### src/rtl/uart_sync_fifo.sv
// ---------------------------------------------------------------------------
// uart_sync_fifo
//   Single-clock FIFO that buffers UART TX/RX bytes between the bus side and
//   the shift engines. It has a configurable width and depth and holds a full
//   DEPTH entries. It accepts a read and a write in the same cycle, reports its
//   occupancy count and programmable almost-full / almost-empty flags, keeps
//   sticky overflow / underflow flags, and has a synchronous flush.
//
//   Ports
//     clk          : clock; all logic updates on the rising edge
//     rst          : asynchronous reset, active-low
//     clr          : synchronous flush, active-high; overrides wr/rd
//     wr, datain   : write request and write data
//     rd           : read request
//     dataout      : registered read data; holds its value when idle
//     rd_valid     : one-cycle pulse when dataout was updated by a read
//     full, emp    : count == DEPTH / count == 0
//     almost_full  : count >= AF_LVL
//     almost_empty : count <= AE_LVL
//     count        : occupancy, 0..DEPTH
//     overflow     : sticky, a write was attempted while full
//     underflow    : sticky, a read was attempted while empty
//
//   Handshake: wr and rd are requests sampled on the rising edge. A write is
//   accepted only when the FIFO is not full, and a read only when it is not
//   empty, judged on the registered state before that edge. A rejected request
//   sets the matching sticky flag. Read data appears one cycle after the edge
//   that accepted the read, together with rd_valid.
// ---------------------------------------------------------------------------
module uart_sync_fifo #(
  parameter int DATA_W = 8,
  parameter int DEPTH  = 16,
  parameter int AF_LVL = DEPTH - 2,
  parameter int AE_LVL = 2
) (
  input  logic                     clk,
  input  logic                     rst,
  input  logic                     clr,
  input  logic                     wr,
  input  logic [DATA_W-1:0]        datain,
  input  logic                     rd,
  output logic [DATA_W-1:0]        dataout,
  output logic                     rd_valid,
  output logic                     full,
  output logic                     emp,
  output logic                     almost_full,
  output logic                     almost_empty,
  output logic [$clog2(DEPTH):0]   count,
  output logic                     overflow,
  output logic                     underflow
);

  localparam int AW = $clog2(DEPTH);
  localparam logic [AW:0] AF_C = (AW+1)'(AF_LVL);
  localparam logic [AW:0] AE_C = (AW+1)'(AE_LVL);
  localparam logic [AW:0] ONE  = (AW+1)'(1);

  // The pointers carry one extra wrap bit so that full and empty can be told apart.
  logic [AW:0]        wr_ptr_q,    wr_ptr_d;
  logic [AW:0]        rd_ptr_q,    rd_ptr_d;
  logic [DATA_W-1:0]  dataout_q,   dataout_d;
  logic               rd_valid_q,  rd_valid_d;
  logic               overflow_q,  overflow_d;
  logic               underflow_q, underflow_d;
  logic [DATA_W-1:0]  mem_q [DEPTH];

  logic full_w, emp_w, wr_acc, rd_acc;

  // The flags come only from the registered pointers, so they change
  // cleanly on the clock and never depend on this cycle's requests.
  assign emp_w  = (wr_ptr_q == rd_ptr_q);
  assign full_w = (wr_ptr_q[AW] != rd_ptr_q[AW]) &&
                  (wr_ptr_q[AW-1:0] == rd_ptr_q[AW-1:0]);

  assign wr_acc = wr && !full_w && !clr;
  assign rd_acc = rd && !emp_w  && !clr;

  always_comb begin
    wr_ptr_d    = wr_ptr_q;
    rd_ptr_d    = rd_ptr_q;
    dataout_d   = dataout_q;
    rd_valid_d  = 1'b0;
    overflow_d  = overflow_q;
    underflow_d = underflow_q;
    if (clr) begin
      // The flush leaves dataout alone so the last byte read stays visible.
      wr_ptr_d    = '0;
      rd_ptr_d    = '0;
      overflow_d  = 1'b0;
      underflow_d = 1'b0;
    end else begin
      if (wr_acc) wr_ptr_d = wr_ptr_q + ONE;
      if (rd_acc) begin
        rd_ptr_d   = rd_ptr_q + ONE;
        dataout_d  = mem_q[rd_ptr_q[AW-1:0]];
        rd_valid_d = 1'b1;
      end
      // When the FIFO is empty, a write in the same cycle does not bypass
      // to the read, so the read is rejected.
      if (wr && full_w) overflow_d  = 1'b1;
      if (rd && emp_w)  underflow_d = 1'b1;
    end
  end

  always_ff @(posedge clk or negedge rst) begin
    if (!rst) begin
      wr_ptr_q    <= '0;
      rd_ptr_q    <= '0;
      dataout_q   <= '0;
      rd_valid_q  <= 1'b0;
      overflow_q  <= 1'b0;
      underflow_q <= 1'b0;
    end else begin
      wr_ptr_q    <= wr_ptr_d;
      rd_ptr_q    <= rd_ptr_d;
      dataout_q   <= dataout_d;
      rd_valid_q  <= rd_valid_d;
      overflow_q  <= overflow_d;
      underflow_q <= underflow_d;
    end
  end

  // The storage is not reset. Clearing the pointers is enough to discard its contents.
  always_ff @(posedge clk) begin
    if (wr_acc) mem_q[wr_ptr_q[AW-1:0]] <= datain;
  end

  assign count        = wr_ptr_q - rd_ptr_q;
  assign full         = full_w;
  assign emp          = emp_w;
  assign almost_full  = (count >= AF_C);
  assign almost_empty = (count <= AE_C);
  assign dataout      = dataout_q;
  assign rd_valid     = rd_valid_q;
  assign overflow     = overflow_q;
  assign underflow    = underflow_q;

endmodule

### config.mk
export PLATFORM = sky130hd
export DESIGN_NAME = uart_sync_fifo
export DESIGN_NICKNAME = d
export VERILOG_FILES = /design/src/rtl/uart_sync_fifo.sv
export SDC_FILE = /design/constraint.sdc
export NUM_CORES = 1
export LEC_CHECK = 0
export BUFFER_PORTS_ARGS = -buffer_cell sky130_fd_sc_hd__buf_2
export CORE_ASPECT_RATIO = 0.5
export CORE_MARGIN = 10
export CORE_UTILIZATION = 65
export CTS_BUF_LIST = sky130_fd_sc_hd__clkbuf_8
export DETAILED_ROUTE_END_ITERATION = 8
export GPL_TIMING_DRIVEN = 0
export HOLD_SLACK_MARGIN = 0.05
export PLACE_DENSITY = 0.84
export SETUP_SLACK_MARGIN = 0.5
export SLEW_MARGIN = 25
export SYNTH_ARGS = -nofsm -noshare
export SYNTH_HDL_FRONTEND = slang
export SYNTH_SLANG_ARGS = --single-unit
### constraint.sdc
create_clock -name clk -period 5.5 [get_ports clk]
set_input_delay 0 -clock clk [delete_from_list [all_inputs] [get_ports clk]]
set_output_delay 0 -clock clk [all_outputs]
set_load 0.02 [all_outputs]
==> results of run 1 <==
timing repair:
action,in CTS,in global routing
setup buffers,0,0
setup endpoints to repair,0,0
hold buffers,14,0
hold endpoints to repair,166,0
cells in the mapped netlist, drive strengths merged (2+ instances only):
| cell type | number |
|---|---|
| nand2b | 2 |
| a21oi | 5 |
| a21o | 2 |
| a31oi | 8 |
| nand2 | 14 |
| nor3 | 4 |
| nand3 | 3 |
| edfxtp | 128 |
| nor2 | 34 |
| mux4 | 16 |
| xor2 | 3 |
| xnor2 | 7 |
| or3 | 3 |
| o22ai | 16 |
| ha | 9 |
| dfrtp | 21 |
| o21ai | 5 |
| buf | 11 |
| mux2i | 34 |
| inv | 10 |
| a211oi | 13 |
| nand3b | 2 |
| clkbuf | 5 |
worst register-to-register path: stages, from the launching register on:
cell	delay, ns
dfrtp_1	0.37
buf_2	0.30
buf_2	0.36
inv_1	0.14
ha_1	0.32
and4_1	0.19
clkbuf_1	0.20
a211oi_1	0.57
nand2_1	0.31
nor2_1	0.75
how the worst max path moves through the flow:
| stage | slack (ns) | endpoint | cells past startpoint | from |
|---|---|---|---|---|
| 2_1_floorplan | 2.51 | mem_q[3][0]$_DFFE_PP_ | 9 | rd_ptr_q[1]$_DFFE_PN0P_ |
| 3_3_place_gp | 1.74 | mem_q[1][2]$_DFFE_PP_ | 9 | rd_ptr_q[1]$_DFFE_PN0P_ |
| 3_5_place_dp | 1.79 | mem_q[4][6]$_DFFE_PP_ | 9 | rd_ptr_q[1]$_DFFE_PN0P_ |
| 4_1_cts | 1.75 | mem_q[4][5]$_DFFE_PP_ | 9 | rd_ptr_q[1]$_DFFE_PN0P_ |
| 5_1_grt | 1.48 | mem_q[4][5]$_DFFE_PP_ | 9 | rd_ptr_q[1]$_DFFE_PN0P_ |
| 6_report | 1.63 | mem_q[4][5]$_DFFE_PP_ | 9 | rd_ptr_q[1]$_DFFE_PN0P_ |
per-stage QoR:
stage          setup slack (ns)   util  hold slack [ns]  cells
2_1_floorplan              2.51      -           -0.296    365
3_3_place_gp               1.74  0.720          -0.0327    514
3_5_place_dp               1.79  0.722          -0.0181    514
4_1_cts                    1.75  0.784            0.323    560
5_1_grt                    1.48  0.784            0.170    560
6_report                   1.63  0.784            0.138    560
per-layer routing:
metal	vias up	GRT usage	part of all wire
met2	257	0.334	0.47
met5	-	0	0
met3	26	0.0630	0.12
met1	1818	0.272	0.40
met4	0	0.0700	0.015
li1	1552	-	-
cell type report:
| cell class | instances | area share |
|---|---|---|
| plain buffers | 16 | 0.0152 |
| clock inverters | 15 | 0.0256 |
| clock buffers | 17 | 0.0335 |
| flip-flops and latches | 149 | 0.625 |
| multi-input cells | 190 | 0.232 |
| repair buffers | 46 | 0.0423 |
| inverters | 10 | 0.00537 |
| well taps | 117 | 0.0209 |
registers in the layout, indices dropped and copies added (netlist names):
| register | count |
|---|---|
| mem_q | 128 |
| wr_ptr_q | 5 |
| overflow | 1 |
| dataout | 8 |
| rd_valid | 1 |
| rd_ptr_q | 5 |
| underflow | 1 |
where the power goes:
group	switching (mW)	total [mW]	internal (mW)
combinational	0.307	0.510	0.203
sequential	0.0273	1.30	1.27
clock	0.426	0.876	0.451
total	0.760	2.68	1.92
cells by family after synthesis:
| family | Yosys count |
|---|---|
| mux | 50 |
| flops | 149 |
| simple gates | 67 |
| compound gates | 53 |
| buf+inv | 26 |
| xor+xnor | 10 |
| fa+ha+maj | 10 |
==> implementation parameters, run 1 <==
Parameter                              Value

Status
  Result of the run    finished clean

Routing
  Via total after detailed routing    3653
  Number of antenna-violating nets in the routed design    0
  DRT Pass-1 Iters    6
  # DRC    0
  Final routed wire length divided by cell count    24.7 µm
  Sum of routed wire length over all layers    13.8 mm
  Starting DRT DRC Count    390
  Per-cell via count in the routed design    6.52

Worst setup path
  Worst R2R Start    rd_ptr_q[1]$_DFFE_PN0P_
  Highest-delay cell along the critical path    nor2_1
  Cells along the critical path    buf_2 > buf_2 > inv_1 > ha_1 > and4_1 > clkbuf_1 > a211oi_1 > nand2_1 > nor2_1
  Critical Setup Path Class    register to register
  Capturing point of the worst reg2reg path    mem_q[4][5]$_DFFE_PP_
  Worst r2r path cells    9
  Largest incremental delay on the critical path    0.75 ns
  Most used cell along the critical path    buf_2
  Worst setup SP type    register
  Category of cells accounting for the largest share of critical-path delay    simple AND/OR/NAND/NOR gates
  Largest fanout on the critical path    10
  Data required, critical path    5.58 ns
  Register-to-register setup slack    1.63 ns
  CP Capture Type    register
  Buffering stage count on the worst path with inverters included    4
  Data arrival time of the critical path    3.95 ns

Timing
  RSZ-0062 raised after global routing    false
  Final setup violation count    0
  Share of the clock period used by the worst path    0.704
  Final number of hold-violating endpoints    0
  Relative max-transition margin    0.397
  Layout Skew    0.0125 ns
  Transition time of the tightest slew-check pin    0.901 ns
  Final worst path period need    3.87 ns
  Max Transition Viols Final    0
  Total negative setup slack    0 ns
  Peak clock frequency supported by timing    0.258 GHz

Clocking
  Clock sinks    149
  Clock tree root buffer cell    clkbuf_8
  CTS tree    done
  # resized after CTS    0
  Number of buffers created by CTS    17
  H-Tree Depth    4
  Insertion delay of the later-clocked pin in the worst-skew pair    0.45 ns
  Clock-pin slew reported for the worst setup and hold paths after clock tree synthesis    0.09 ns
  Clk buf depth    2

Logic synthesis
  Compound-gate portion of the synthesized area    0.0612
  Asr flop ratio synth    0.141
  Mean Syn Cell Area    16.7 µm²
  Number of distinct library cells after synthesis    39
  Adder and majority gate portion of the synthesized area    0.0217
  Most area-consuming cells after synthesis    edfxtp_1 63%, dfrtp_1 8.6%, mux4_2 5.9%
  Synth Register Bits    149
  Multiplexer share of the synthesized area    0.115
  Count of warnings emitted by yosys    0
  Simple-gate portion of the synthesized area    0.0487
  Share of the yosys chip area belonging to registers    0.715
  Synth Flop Type    edfxtp_1
  Parity-gate share of the synthesized area counting xor and xnor cells    0.0156
  Combinational family with the most area after synthesis    multiplexers
  Fraction of post-synthesis cell area in the top cell type by area    0.629
  Number of flops mapped to enable cells by yosys    128
  Area of the mapped netlist    6110 µm²
  Number of instances in the synthesized netlist    365
  Top cell type by total area after synthesis    edfxtp_1
  Synthesized net count    388

Final layout
  Most common cell after layout, fill and taps aside    edfxtp_1
  Nets    453
  Total area of multi-input combinational cells    1620 µm²
  Most frequent cells in the layout    128 x edfxtp_1, 38 x buf_2, 34 x nor2_1, 34 x mux2i_1, 21 x dfrtp_1
  Area grow syn2layout    14.3%
  Share of post-route cells with drive strength above 1    0.228
  Layout fillers    462
  Area taken by flip-flops and latches    4370 µm²
  Cell area after layout    6990 µm²
  Ant diodes    0

GRT
  Aggregate global routing overflow    0
  Antenna violations before repair    0
  Number of global-route vias before repair    3669
  Global-route wire length before repair    21.1 mm
  Maximum number of pins on one net before global-route repair    22
  Total Routing Usage GR    0.209

Pwr
  Tot Pwr    2.68 mW
  Static leakage    2.37 nW
  Max rail drop VDD    0.195 mV
  Power density normalized to cell area    384 nW/µm²

Worst hold path
  Worst Hold Class    input port to asynchronous set/reset pin

Placed design
  Count of buffers inserted at the top-level ports    32
  Hpwl dp    9.15 mm
  Gp weighted congestion    0.887
  Post-place instance area    6440 µm²

Run
  Maximum Capacitance Violations    0

Floorplanning
  Core Box Area    8920 µm²
  X dimension of the die    157 µm
  Initial Util    0.685
  Floorplan row count    24
  Die height    88.6 µm
  Floorplan die area    13900 µm²
  Top-level port count    33
Note: power is estimated with default switching activity, not from simulation.
==> run 2: changes to the inputs <==
--- a/config.mk
+++ b/config.mk
@@ -8,12 +8,12 @@
 export BUFFER_PORTS_ARGS = -buffer_cell sky130_fd_sc_hd__buf_2
 export CORE_ASPECT_RATIO = 0.5
 export CORE_MARGIN = 10
-export CORE_UTILIZATION = 65
+export CORE_UTILIZATION = 57
 export CTS_BUF_LIST = sky130_fd_sc_hd__clkbuf_8
 export DETAILED_ROUTE_END_ITERATION = 8
 export GPL_TIMING_DRIVEN = 0
 export HOLD_SLACK_MARGIN = 0.05
-export PLACE_DENSITY = 0.84
+export PLACE_DENSITY = 0.78
 export SETUP_SLACK_MARGIN = 0.5
 export SLEW_MARGIN = 25
 export SYNTH_ARGS = -nofsm -noshare
==> constraint.sdc (replaced) <==
create_clock -name clk -period 3.4 [get_ports clk]
set_input_delay 0 -clock clk [delete_from_list [all_inputs] [get_ports clk]]
set_output_delay 0 -clock clk [all_outputs]
set_load 0.02 [all_outputs]
==> run 2 against run 1 <==
Against the previous run: sequential share of layout area decreased by 2.1 points; setup slack got worse by 1.1 ns; core utilization decreased by 8.4 points; register-to-register slack got worse by 1.1 ns; highest routed layer unchanged; critical path depth increased by 2; critical path type unchanged; first-iteration DRC count increased by 17%; via count increased by 0.41%; final cell count increased by 5.0%; global-route usage decreased by 2.0 points.
==> implementation parameters, run 2 (synthesis gave the netlist of run 1 again) <==
Parameter                              Value

Floorplanning
  Core Box Area    10300 µm² (was 8920 µm²)
  X dimension of the die    166 µm (was 157 µm)
  Floorplan die area    15500 µm² (was 13900 µm²)
  Initial Util    0.591 (was 0.685)
  Floorplan row count    26 (was 24)
  Top-level port count    33 (unchanged)
  Die height    93.2 µm (was 88.6 µm)

Placed design
  Gp weighted congestion    0.828 (was 0.887)
  Hpwl dp    9.01 mm (was 9.15 mm)
  Count of buffers inserted at the top-level ports    32 (unchanged)
  Placed cell count    537 (was 514)

Worst setup path
  CP Capture Type    register (unchanged)
  Worst R2R Start    rd_ptr_q[1]$_DFFE_PN0P_ (unchanged)
  Register-to-register setup slack    0.58 ns (was 1.63 ns)
  Data arrival time of the critical path    3.01 ns (was 3.95 ns)
  Data required, critical path    3.58 ns (was 5.58 ns)
  Worst setup SP type    register (unchanged)
  First element of the critical path    rd_ptr_q[1]$_DFFE_PN0P_ (unchanged)
  Capturing point of the worst reg2reg path    mem_q[1][1]$_DFFE_PP_ (was mem_q[4][5]$_DFFE_PP_)
  Worst r2r path cells    11 (was 9)
  Largest fanout on the critical path    10 (unchanged)
  Critical Setup Path Class    register to register (unchanged)

Final layout
  Core utilization of the finished layout    0.699 (was 0.784)
  Nets    458 (was 453)
  Layout fillers    632 (was 462)
  Finished Layout Cells    588 (was 560)
  Most common cell after layout, fill and taps aside    edfxtp_1 (unchanged)
  Area grow syn2layout    18.4% (was 14.3%)
  Share of post-route cells with drive strength above 1    0.281 (was 0.228)
  Ant diodes    0 (unchanged)
  Largest register FFs    128 (unchanged)
  Most frequent cells in the layout    128 x edfxtp_1, 35 x buf_2, 34 x mux2i_1 (was 128 x edfxtp_1, 38 x buf_2, 34 x nor2_1, 34 x mux2i_1, 21 x dfrtp_1)

GRT
  Number of global-route vias before repair    3785 (was 3669)
  Global-route wire length before repair    21.9 mm (was 21.1 mm)
  Antenna violations before repair    0 (unchanged)
  Maximum number of pins on one net before global-route repair    22 (unchanged)
  Aggregate global routing overflow    0 (unchanged)
  Total Routing Usage GR    0.188 (was 0.209)

Routing
  Number of antenna-violating nets in the routed design    0 (unchanged)
  Highest signal layer in the routed design    met4 (unchanged)
  Via total after detailed routing    3668 (was 3653)
  # DRC    0 (unchanged)
  Sum of routed wire length over all layers    14.4 mm (was 13.8 mm)
  Met1 Routed Length    5.75 mm (was 5.57 mm)
  Final routed wire length divided by cell count    24.6 µm (was 24.7 µm)
  DRT Pass-1 Iters    5 (was 6)
  Wire length on met2    6.85 mm (was 6.45 mm)
  Per-cell via count in the routed design    6.24 (was 6.52)
  Sum of met3 wire segment lengths after detailed routing    1.46 mm (was 1.63 mm)
  Starting DRT DRC Count    455 (was 390)

Clocking
  Clock sinks    149 (unchanged)
  CTS tree    done (unchanged)
  Clk buf depth    2 (unchanged)
  Clock tree root buffer cell    clkbuf_8 (unchanged)
  Clock-pin slew reported for the worst setup and hold paths after clock tree synthesis    0.09 ns (about the same)
  Number of buffers created by CTS    17 (unchanged)
  Insertion delay of the later-clocked pin in the worst-skew pair    0.46 ns (was 0.45 ns)
  H-Tree Depth    4 (unchanged)

Pwr
  Static leakage    2.41 nW (was 2.37 nW)
  Share of total power in combinational logic    0.199 (was 0.190)
  Power density normalized to cell area    592 nW/µm² (was 384 nW/µm²)
  Psw    1.29 mW (was 0.760 mW)
  Max rail drop VDD    0.276 mV (was 0.195 mV)
  Clock share of power    0.312 (was 0.327)
  Switching Fraction    0.302 (was 0.283)
  Internal Power    2.99 mW (was 1.92 mW)
  Power share of the sequential group    0.489 (was 0.483)

Timing
  Layout Skew    0.00996 ns (was 0.0125 ns)
  Final worst path period need    2.82 ns (was 3.87 ns)
  Share of the clock period used by the worst path    0.831 (was 0.704)
  RSZ-0062 raised after global routing    true (was false)
  Max Transition Viols Final    0 (unchanged)
  Transition time of the tightest slew-check pin    0.832 ns (was 0.901 ns)
  Final number of hold-violating endpoints    0 (unchanged)
  Peak clock frequency supported by timing    0.354 GHz (was 0.258 GHz)
  Relative max-transition margin    0.445 (was 0.397)
  Final setup violation count    0 (unchanged)

Worst hold path
  Worst Hold Class    input port to asynchronous set/reset pin (unchanged)

Run
  Maximum Capacitance Violations    0 (unchanged)

Status
  Result of the run    finished clean (unchanged)
==> run 2: cell count changes in the layout (fill, tap and decap cells not counted), sizes merged <==
cell / previous run / this run
buf: 44 / 49
bufinv: 3 / 1
inv: 15 / 17
==> run 2: worst max path at each step <==
stage,endpoint,slack [ns]
after floorplan,mem_q[0][0]$_DFFE_PP_,0.41
after global placement,mem_q[1][0]$_DFFE_PP_,-0.30
after CTS,mem_q[2][4]$_DFFE_PP_,0.53
final,mem_q[1][1]$_DFFE_PP_,0.58
after global routing,mem_q[1][3]$_DFFE_PP_,0.50
after detailed placement,mem_q[7][6]$_DFFE_PP_,-0.27
==> run 2: power groups by stage <==
stage | clock (mW) | sequential [mW] | combinational, mW
after floorplan | 0 | 2.19 | 0.493
after global placement | 0 | 2.13 | 0.775
after detailed placement | 0 | 2.13 | 0.809
after CTS | 1.33 | 2.09 | 0.848
after global routing | 1.43 | 2.10 | 0.917
final | 1.34 | 2.09 | 0.853
==> run 2: per-stage QoR <==
stage	hold slack [ns]	total power, mW	setup slack, ns	setup TNS, ns	area (µm²)
after floorplan	-0.296	2.68	0.414	0	6120
after global placement	-0.0241	2.90	-0.298	-5.32	6460
after detailed placement	0.00250	2.94	-0.266	-27.43	6470
after CTS	0.0541	4.27	0.529	0	7220
after global routing	0.0560	4.45	0.498	0	7240
final	0.0327	4.28	0.575	0	7240
==> run 2: repair_timing <==
item | 4_1_cts | 5_1_grt
buffers inserted | 6 | 0
pin swaps | 5 | 1
gates cloned | 0 | 0
hold endpoints to repair | 164 | 0
gates resized for setup | 37 | 5
endpoints found under the setup margin | 130 | 105
hold buffers | 13 | 0
==> run 2: layer usage <==
metal	GRT usage	vias up
met5	0	-
met4	0.0828	0
met3	0.0610	38
met2	0.300	208
met1	0.235	1866
li1	-	1556
==> run 2: cell type report <==
class | count | area (µm²) | share of cell area
inverters | 10 | 37.5 | 0.00519
flip-flops and latches | 149 | 4370 | 0.604
clock buffers | 17 | 234 | 0.0323
multi-input cells | 190 | 1770 | 0.245
well taps | 140 | 175 | 0.0242
plain buffers | 16 | 116 | 0.0161
clock inverters | 15 | 145 | 0.0201
repair buffers | 51 | 385 | 0.0533
==> run 2: critical path: stages, from the launching register on <==
cell	delay (ns)
dfrtp_1	0.36
buf_4	0.20
buf_6	0.19
inv_1	0.09
ha_1	0.31
and4_1	0.18
clkbuf_2	0.19
a211oi_4	0.21
buf_4	0.21
nand2_2	0.19
nor3_4	0.23
buf_12	0.17
==> run 3: changes to the inputs <==
==> constraint.sdc (replaced) <==
create_clock -name clk -period 2.3 [get_ports clk]
set_input_delay 0 -clock clk [delete_from_list [all_inputs] [get_ports clk]]
set_output_delay 0 -clock clk [all_outputs]
set_load 0.02 [all_outputs]
==> run 3 against run 2 <==
Against the previous run: the flow now finishes with violations (negative setup slack); via count is 5.9% higher; hold slack better by 0.051 ns; sequential cell count stayed put; non-clock buffer count is 25 higher; fmax is 16% higher; clock power is 52% higher; die area stayed put; clock skew is 0.00095 ns higher; design area is 11% higher; final cell count is 4.1% higher; first-iteration DRC count is 1.3% lower; critical endpoint is now mem_q[3][3]$_DFFE_PP_; largest cell class unchanged; highest routed layer unchanged.
==> implementation parameters, run 3 (synthesis gave the netlist of run 1 again) <==
Parameter                              Value

Pwr
  Max rail drop VDD    0.413 mV (was 0.276 mV)
  Tot Pwr    7.06 mW (was 4.28 mW)
  Power density normalized to cell area    881 nW/µm² (was 592 nW/µm²)
  Static leakage    2.62 nW (was 2.41 nW)

Worst setup path
  Buffering stage count on the worst path with inverters included    7 (was 6)
  Critical Setup Path Class    register to register (unchanged)
  Largest incremental delay on the critical path    0.42 ns (was 0.36 ns)
  CP Capture Type    register (unchanged)
  Worst setup SP type    register (unchanged)
  Worst r2r path cells    12 (was 11)
  Number of stages on the worst setup path    12 (was 11)
  Data required, critical path    2.46 ns (was 3.58 ns)
  Largest fanout on the critical path    8 (was 10)
  Data arrival time of the critical path    2.59 ns (was 3.01 ns)
  Cells along the critical path    buf_6 > buf_12 > inv_8 > ha_4 > and4_4 > buf_8 > a211oi_4 > buf_6 > buf_6 > nand2_8 > nor3_4 > buf_12 (was buf_4 > buf_6 > inv_1 > ha_1 > and4_1 > clkbuf_2 > a211oi_4 > buf_4 > nand2_2 > nor3_4 > buf_12)
  Most used cell along the critical path    buf_6 (was buf_4)
  Highest-delay cell along the critical path    dfrtp_1 (unchanged)
  Category of cells accounting for the largest share of critical-path delay    buffers and inverters (unchanged)

Worst hold path
  Worst Hold Class    input port to asynchronous set/reset pin (unchanged)

Floorplanning
  Floorplan row count    26 (unchanged)
  Floorplan die area    15500 µm² (unchanged)
  Initial Util    0.591 (unchanged)
  X dimension of the die    166 µm (unchanged)
  Top-level port count    33 (unchanged)
  Core Box Area    10300 µm² (unchanged)
  Die height    93.2 µm (unchanged)

Final layout
  Finished Layout Cells    612 (was 588)
  Share of post-route cells with drive strength above 1    0.409 (was 0.281)
  Area grow syn2layout    30.9% (was 18.4%)
  Most common cell after layout, fill and taps aside    edfxtp_1 (unchanged)
  Nets    483 (was 458)
  Largest register FFs    128 (unchanged)
  Most frequent cells in the layout    128 x edfxtp_1, 34 x mux2i_1, 27 x buf_2 (was 128 x edfxtp_1, 35 x buf_2, 34 x mux2i_1)
  Cell area after layout    8000 µm² (was 7240 µm²)
  Layout fillers    488 (was 632)
  Ant diodes    0 (unchanged)

Routing
  Via total after detailed routing    3886 (was 3668)
  Number of antenna-violating nets in the routed design    0 (unchanged)
  DRT Pass-1 Iters    6 (was 5)
  Per-cell via count in the routed design    6.35 (was 6.24)
  Starting DRT DRC Count    449 (was 455)
  Final routed wire length divided by cell count    26.4 µm (was 24.6 µm)
  # DRC    0 (unchanged)
  Sum of routed wire length over all layers    16.2 mm (was 14.4 mm)

Clocking
  Clk buf depth    2 (unchanged)
  Clock sinks    149 (unchanged)
  Number of buffers created by CTS    17 (unchanged)
  CTS tree    done (unchanged)
  H-Tree Depth    4 (unchanged)
  Insertion delay of the later-clocked pin in the worst-skew pair    0.44 ns (was 0.46 ns)
  Clock tree root buffer cell    clkbuf_8 (unchanged)
  Clock-pin slew reported for the worst setup and hold paths after clock tree synthesis    0.08 ns (was 0.09 ns)

Timing
  Final number of hold-violating endpoints    0 (unchanged)
  Transition time of the tightest slew-check pin    0.718 ns (was 0.832 ns)
  Total negative setup slack    -5.29 ns (was 0 ns)
  Relative max-transition margin    0.519 (was 0.445)
  Layout Skew    0.0109 ns (was 0.00996 ns)
  Share of the clock period used by the worst path    1.06 (was 0.831)
  Worst Setup Slack, final    -0.135 ns (was 0.575 ns)
  RSZ-0062 raised after global routing    true (unchanged)
  Max Transition Viols Final    0 (unchanged)
  Final worst path period need    2.43 ns (was 2.82 ns)
  Peak clock frequency supported by timing    0.411 GHz (was 0.354 GHz)
  Final setup violation count    138 (was 0)
  Worst hold margin    0.0834 ns (was 0.0327 ns)

Placed design
  Gp weighted congestion    0.835 (was 0.828)
  Placed cell count    537 (unchanged)
  Count of buffers inserted at the top-level ports    32 (unchanged)
  Hpwl dp    9.18 mm (was 9.01 mm)
  Post-place instance area    6710 µm² (was 6470 µm²)

GRT
  Aggregate global routing overflow    0 (unchanged)
  Total Routing Usage GR    0.196 (was 0.188)
  Maximum number of pins on one net before global-route repair    22 (unchanged)
  Antenna violations before repair    0 (unchanged)
  Number of global-route vias before repair    3883 (was 3785)
  Global-route wire length before repair    23.1 mm (was 21.9 mm)

Run
  Maximum Capacitance Violations    0 (unchanged)

Status
  Violations in the final reports    negative setup slack
  Result of the run    complete, but fails checks (was finished clean)
run 3: worst paths after layout:
kind / from / end / slack [ns]
worst max-delay path: rd_ptr_q[1]$_DFFE_PN0P_ / mem_q[3][3]$_DFFE_PP_ / -0.13
worst min-delay path: rst / wr_ptr_q[4]$_DFFE_PN0P_ / 0.08
worst max register to register: rd_ptr_q[1]$_DFFE_PN0P_ / mem_q[3][3]$_DFFE_PP_ / -0.13
worst min register to register: underflow$_DFFE_PN0P_ / underflow$_DFFE_PN0P_ / 0.58
max in group asynchronous: rst / rd_ptr_q[0]$_DFFE_PN0P_ / 1.83
min in group clk: clr / rd_ptr_q[4]$_DFFE_PN0P_ / 0.38
run 3: what timing repair did:
item	CTS	global route
hold buffers	12	0
cloned	1	0
resized for setup	71	31
pin swaps	32	18
endpoints found under the setup margin	155	156
hold endpoints to repair	159	0
buffers inserted	23	8
run 3: final cells by class:
cell class	instances	area [µm²]	share of cell area
Buffer	16	160	0.0200
Clock buffer	17	234	0.0292
Clock inverter	14	163	0.0203
Inverter	10	47.5	0.00594
Multi-Input combinational cell	190	2130	0.266
Sequential cell	149	4370	0.546
Tap cell	140	175	0.0219
Timing Repair Buffer	76	724	0.0905
run 3: report_power, final:
group          switching (mW)  internal [mW]  leakage [nW]
Combinational           0.994          0.884          1.02
Clock                   0.985           1.06         0.189
Sequential             0.0979           3.04          1.42
run 3: per-layer routing:
| metal | routed length, µm | GRT usage |
|---|---|---|
| met5 | 0 | 0 |
| met4 | 376 | 0.0690 |
| met3 | 1540 | 0.0723 |
| met2 | 8140 | 0.319 |
| met1 | 6130 | 0.239 |
run 3: per-stage QoR:
step	setup WS (ns)	util
after detailed placement	-0.472	0.648
after global routing	-0.194	0.774
after floorplan	-0.101	-
final	-0.135	0.774
after global placement	-0.414	0.648
after CTS	-0.101	0.754
